==> config.mk <==
export PLATFORM = sky130hd
export DESIGN_NAME = riscv_multi_ctrl
export DESIGN_NICKNAME = d
export VERILOG_FILES = /design/src/rtl/riscv_multi_ctrl.sv
export SDC_FILE = /design/constraint.sdc
export NUM_CORES = 1
export LEC_CHECK = 0
export ABC_AREA = 1
export BUFFER_PORTS_ARGS = -buffer_cell sky130_fd_sc_hd__buf_2
export CORE_MARGIN = 2
export CORE_UTILIZATION = 38
export DETAILED_ROUTE_END_ITERATION = 10
export MAX_ROUTING_LAYER = met4
export PLACE_DENSITY = 0.84
export SLEW_MARGIN = 20
export SYNTH_ARGS = -nofsm -noshare
export SYNTH_HDL_FRONTEND = slang
export SYNTH_SLANG_ARGS = --single-unit
==> constraint.sdc <==
create_clock -name clk -period 2.7 [get_ports clk]
set_input_delay 0.27 -clock clk [delete_from_list [all_inputs] [get_ports clk]]
set_output_delay 0.27 -clock clk [all_outputs]
set_load 0.03 [all_outputs]
==> src/rtl/riscv_multi_ctrl.sv <==
// riscv_multi_ctrl -- multicycle control unit for the RISC-V core.
// Sequences a unified-memory, single-ALU datapath through fetch, decode,
// execute, memory and writeback steps, driving every datapath select and
// write enable from the current state and the latched instruction.
//
// Ports:
//   clk        rising-edge clock
//   rst        asynchronous active-high reset (forces FETCH, masks writes)
//   instr      instruction register output
//   zero       ALU zero flag (used only in BRANCH)
//   pc_we      PC write               adr_src   0=PC, 1=result bus
//   mem_we     memory write           ir_we     IR / old-PC write
//   res_src    0=ALU-out, 1=mem data, 2=live ALU result
//   alu_src_a  0=PC, 1=old PC, 2=rs1
//   alu_src_b  0=rs2, 1=imm, 2=const 4
//   imm_src    0=I, 1=S, 2=B, 3=J
//   alu_ctrl   0 ADD,1 SUB,2 AND,3 OR,4 XOR,5 SLT,6 SLL,7 SRL,8 SRA
//   reg_we     register-file write
//   state      current state (debug)
`timescale 1ns/1ps
module riscv_multi_ctrl (
    input  logic        clk,
    input  logic        rst,
    input  logic [31:0] instr,
    input  logic        zero,
    output logic        pc_we,
    output logic        adr_src,
    output logic        mem_we,
    output logic        ir_we,
    output logic [1:0]  res_src,
    output logic [1:0]  alu_src_a,
    output logic [1:0]  alu_src_b,
    output logic [2:0]  imm_src,
    output logic [3:0]  alu_ctrl,
    output logic        reg_we,
    output logic [3:0]  state
);
    typedef enum logic [3:0] {
        S_FETCH   = 4'd0,
        S_DECODE  = 4'd1,
        S_MEM_ADR = 4'd2,
        S_MEM_RD  = 4'd3,
        S_MEM_WB  = 4'd4,
        S_MEM_WR  = 4'd5,
        S_EXEC_R  = 4'd6,
        S_EXEC_I  = 4'd7,
        S_ALU_WB  = 4'd8,
        S_JAL     = 4'd9,
        S_BRANCH  = 4'd10
    } state_t;

    localparam logic [6:0] OP_LOAD   = 7'b0000011;
    localparam logic [6:0] OP_STORE  = 7'b0100011;
    localparam logic [6:0] OP_RTYPE  = 7'b0110011;
    localparam logic [6:0] OP_ITYPE  = 7'b0010011;
    localparam logic [6:0] OP_JAL    = 7'b1101111;
    localparam logic [6:0] OP_BRANCH = 7'b1100011;

    localparam logic [3:0] ALU_ADD = 4'd0, ALU_SUB = 4'd1, ALU_AND = 4'd2,
                           ALU_OR  = 4'd3, ALU_XOR = 4'd4, ALU_SLT = 4'd5,
                           ALU_SLL = 4'd6, ALU_SRL = 4'd7, ALU_SRA = 4'd8;

    state_t      state_q, state_d;
    logic [6:0]  opcode;
    logic [2:0]  funct3;
    logic        funct7b5;
    logic        pc_we_raw, mem_we_raw, ir_we_raw, reg_we_raw;
    logic        unused_instr;

    assign opcode       = instr[6:0];
    assign funct3       = instr[14:12];
    assign funct7b5     = instr[30];
    assign unused_instr = ^{instr[31], instr[29:15], instr[11:7]};
    assign state        = state_q;

    // Funct decode for EXEC_R / EXEC_I. Only R-type can select SUB; an
    // I-type with bit 30 set (negative immediate) is still an add.
    function automatic logic [3:0] funct_op(input logic [2:0] f3,
                                            input logic f7b5,
                                            input logic is_r);
        case (f3)
            3'b000:  funct_op = (is_r && f7b5) ? ALU_SUB : ALU_ADD;
            3'b001:  funct_op = ALU_SLL;
            3'b010:  funct_op = ALU_SLT;
            3'b100:  funct_op = ALU_XOR;
            3'b101:  funct_op = f7b5 ? ALU_SRA : ALU_SRL;
            3'b110:  funct_op = ALU_OR;
            3'b111:  funct_op = ALU_AND;
            default: funct_op = ALU_ADD;
        endcase
    endfunction

    always_ff @(posedge clk or posedge rst) begin
        if (rst) state_q <= S_FETCH;
        else     state_q <= state_d;
    end

    always_comb begin
        state_d = S_FETCH;
        case (state_q)
            S_FETCH:  state_d = S_DECODE;
            S_DECODE: begin
                case (opcode)
                    OP_LOAD, OP_STORE: state_d = S_MEM_ADR;
                    OP_RTYPE:          state_d = S_EXEC_R;
                    OP_ITYPE:          state_d = S_EXEC_I;
                    OP_JAL:            state_d = S_JAL;
                    OP_BRANCH:         state_d = S_BRANCH;
                    default:           state_d = S_FETCH;
                endcase
            end
            S_MEM_ADR: state_d = (opcode == OP_STORE) ? S_MEM_WR : S_MEM_RD;
            S_MEM_RD:  state_d = S_MEM_WB;
            S_EXEC_R:  state_d = S_ALU_WB;
            S_EXEC_I:  state_d = S_ALU_WB;
            S_JAL:     state_d = S_ALU_WB;
            default:   state_d = S_FETCH;
        endcase
    end

    always_comb begin
        pc_we_raw  = 1'b0;
        adr_src    = 1'b0;
        mem_we_raw = 1'b0;
        ir_we_raw  = 1'b0;
        res_src    = 2'd0;
        alu_src_a  = 2'd0;
        alu_src_b  = 2'd0;
        alu_ctrl   = ALU_ADD;
        reg_we_raw = 1'b0;
        case (opcode)
            OP_STORE:  imm_src = 3'd1;
            OP_BRANCH: imm_src = 3'd2;
            OP_JAL:    imm_src = 3'd3;
            default:   imm_src = 3'd0;
        endcase
        case (state_q)
            S_FETCH: begin
                ir_we_raw = 1'b1;
                pc_we_raw = 1'b1;
                alu_src_b = 2'd2;
                res_src   = 2'd2;
            end
            S_DECODE: begin
                // Precompute PC-relative target into ALU-out.
                alu_src_a = 2'd1;
                alu_src_b = 2'd1;
            end
            S_MEM_ADR: begin
                alu_src_a = 2'd2;
                alu_src_b = 2'd1;
            end
            S_MEM_RD: adr_src = 1'b1;
            S_MEM_WB: begin
                res_src    = 2'd1;
                reg_we_raw = 1'b1;
            end
            S_MEM_WR: begin
                adr_src    = 1'b1;
                mem_we_raw = 1'b1;
            end
            S_EXEC_R: begin
                alu_src_a = 2'd2;
                alu_ctrl  = funct_op(funct3, funct7b5, 1'b1);
            end
            S_EXEC_I: begin
                alu_src_a = 2'd2;
                alu_src_b = 2'd1;
                alu_ctrl  = funct_op(funct3, funct7b5, 1'b0);
            end
            S_ALU_WB: reg_we_raw = 1'b1;
            S_JAL: begin
                // PC <- target in ALU-out while ALU forms old PC + 4 for rd.
                alu_src_a = 2'd1;
                alu_src_b = 2'd2;
                pc_we_raw = 1'b1;
            end
            S_BRANCH: begin
                alu_src_a = 2'd2;
                alu_ctrl  = ALU_SUB;
                // funct3[0] flips the sense: beq takes on zero, bne on !zero.
                // funct3[2:1] must be 00, otherwise the PC is never written.
                pc_we_raw = (funct3[2:1] == 2'b00) && (zero ^ funct3[0]);
            end
            default: ;
        endcase
    end

    // Writes are masked combinationally so a write pending at the edge
    // where reset rises is dropped.
    assign pc_we  = pc_we_raw  & ~rst;
    assign mem_we = mem_we_raw & ~rst;
    assign ir_we  = ir_we_raw  & ~rst;
    assign reg_we = reg_we_raw & ~rst;
endmodule

==> results_dict.tcl <==
set metrics [dict create \
    required_ps 2430 \
    gp_congestion 0.900 \
    first_pass_iters 4 \
    totalNegativeSetupSlack_ps 0 \
    cts_buffers 3 \
    maxSlewViolCount 0 \
    grt_max_degree 8 \
    avgSynthCellArea_um2 4.97 \
    grtUsageMet1 0.202 \
    hold_viol 0 \
    htreeDepth 1 \
    drt_iter0_drc 20 \
    synth.distinct_cells 18 \
    drv_cap 0 \
    fin_worst_skew_ps 2.62 \
    hold_buffers 1 \
    cp_max_fo 6 \
    cts_resized 0 \
    ys.flop_type "dfrtp_1" \
    syn_inst 117 \
    met3_usage 0.0383 \
    clockRootBuffer "clkbuf_4" \
    initial_core_util 0.395 \
    ys_ff_latch 4 \
    grt_use_total 0.172 \
    hold_class "input port to flop" \
    final.period_utilization 0.653 \
    rsz0062_at_grt "no" \
    wire_per_inst_um 8.65 \
    start_kind "flop" \
    final_cell_mix "nand2_1 (44), buf_2 (34), nor2_1 (22)" \
    cts.sinks 4 \
    power_density_mw_per_mm2 650 \
    grt_pass1_wl_um 2410 \
    avgViaCountPerCell 4.75 \
    place_area_um2 764 \
    synth_edf_count 0 \
    min_period_ps 1760 \
    ioPinCount 57 \
    power_leakage_uw 0.000527 \
    grt_util_met2 0.284 \
    num_rows 14 \
    die_h_um 43.1 \
    arrival_ps 1490 \
    syn-num-nets 152 \
    cts_tree "built" \
    status "complete, no violations" \
    irDropWorstVdd_mv 0.573 \
    totalWireLength_um 1470 \
    via_count 808 \
    fin_area_um2 797 \
    clk_latency_ps 240 \
    io_buffer_count 34 \
    overflow 0 \
    final_common_cell "nand2_1" \
    chipWidth_um 43.1 \
    largest_reg_flops 4 \
    antenna_found_initial 0 \
    dp_hpwl_um 1270 \
    drtAntennaViolNets 0 \
    max_freq_mhz 568 \
    yosysWarnings 0 \
    cts_buffer_depth 2 \
    setup_viol 0 \
    core_mm2 0.00147 \
    die_area_mm2 0.00186 \
    busiest_layer "met2" \
    endpoint_kind "output pin" \
    final_util 0.542 \
    antennaDiodeCount 0 \
    yosysSeqAreaShare 0.172 \
    clkTransAtPathRegs_ps 40 \
    drc_errors 0 \
    grt_pass1_vias 661 \
    crit_type "flop to output pin" \
    syn_area_um2 582 \
    synthArstFlopShare 1.00 \
    layout-drive-gt1-share 0.273 \
    post_cts_buffers 0 \
    nets 191 \
    area_delta_synth_final_pct 37.0 \
]
-- layout make-up --
type / instances / area, um2
fill: 180 / 674
multi-input combinational: 93 / 403
timing repair buffer: 35 / 180
sequential: 4 / 100
inverter: 19 / 71.3
clock buffer: 3 / 22.5
tap: 16 / 20.0
-- layer usage --
| metal | wire length, um | share of wire |
|---|---|---|
| met3 | 107 | 0.073 |
| met4 | 12 | 0.0082 |
| met2 | 697 | 0.47 |
| met1 | 654 | 0.44 |
| met5 | 0 | 0 |
-- logic make-up (layout without fill, tap and decap cells) --
family	Yosys count	count (layout)	synth area share
simple gates	85	85	0.606
buf+inv	20	57	0.135
compound gates	7	7	0.0796
flops	4	4	0.172
other cells	1	1	0.00645
-- cell usage after synthesis (2+ instances only) --
master / number / area share
o21a_1: 2 / 0.026
nand2_1: 44 / 0.28
inv_1: 17 / 0.11
nand3_1: 12 / 0.10
inv_2: 2 / 0.013
o21ai_0: 3 / 0.026
nor2_1: 22 / 0.14
dfrtp_1: 4 / 0.17
nor2_2: 2 / 0.022
-- path summary, 6_finish.rpt --
check	endpoint	slack, ps	start	cells after the start
setup / recovery	alu_ctrl[3]	940	state[2]$_DFF_PP0_	5
hold / removal	state[0]$_DFF_PP0_	320	instr[5]	4
setup reg to reg	state[0]$_DFF_PP0_	1540	state[1]$_DFF_PP0_	7
hold reg to reg	state[2]$_DFF_PP0_	680	state[0]$_DFF_PP0_	2
max in group asynchronous	state[0]$_DFF_PP0_	2060	rst	3
min in group asynchronous	state[2]$_DFF_PP0_	500	rst	3
-- critical path, cell delays in order (launching register included) --
cell,delay (ps)
dfrtp_1,410
inv_1,70
nor2_1,180
nand2_1,130
nor4_1,210
buf_2,250
-- stage by stage --
| step | hold WS, ps | worst slack (ps) | std cells | total power, uW |
|---|---|---|---|---|
| 2_1_floorplan | 36.1 | 621 | 117 | 349 |
| 5_1_grt | 334 | 775 | 170 | 566 |
| 6_report | 315 | 938 | 170 | 518 |
| 4_1_cts | 321 | 936 | 170 | 520 |
| 3_3_place_gp | 202 | 1190 | 166 | 440 |
| 3_5_place_dp | 196 | 1190 | 166 | 444 |
-- power breakdown --
group	internal (uW)	leakage, uW	switching (uW)	total (uW)
Combinational	96.7	0.000460	259	356
Sequential	71.4	0.0000534	16.7	88.1
Clock	49.8	0.0000138	24.9	74.7
Total	218	0.000527	300	518
Note: power is estimated with default switching activity, not from simulation.
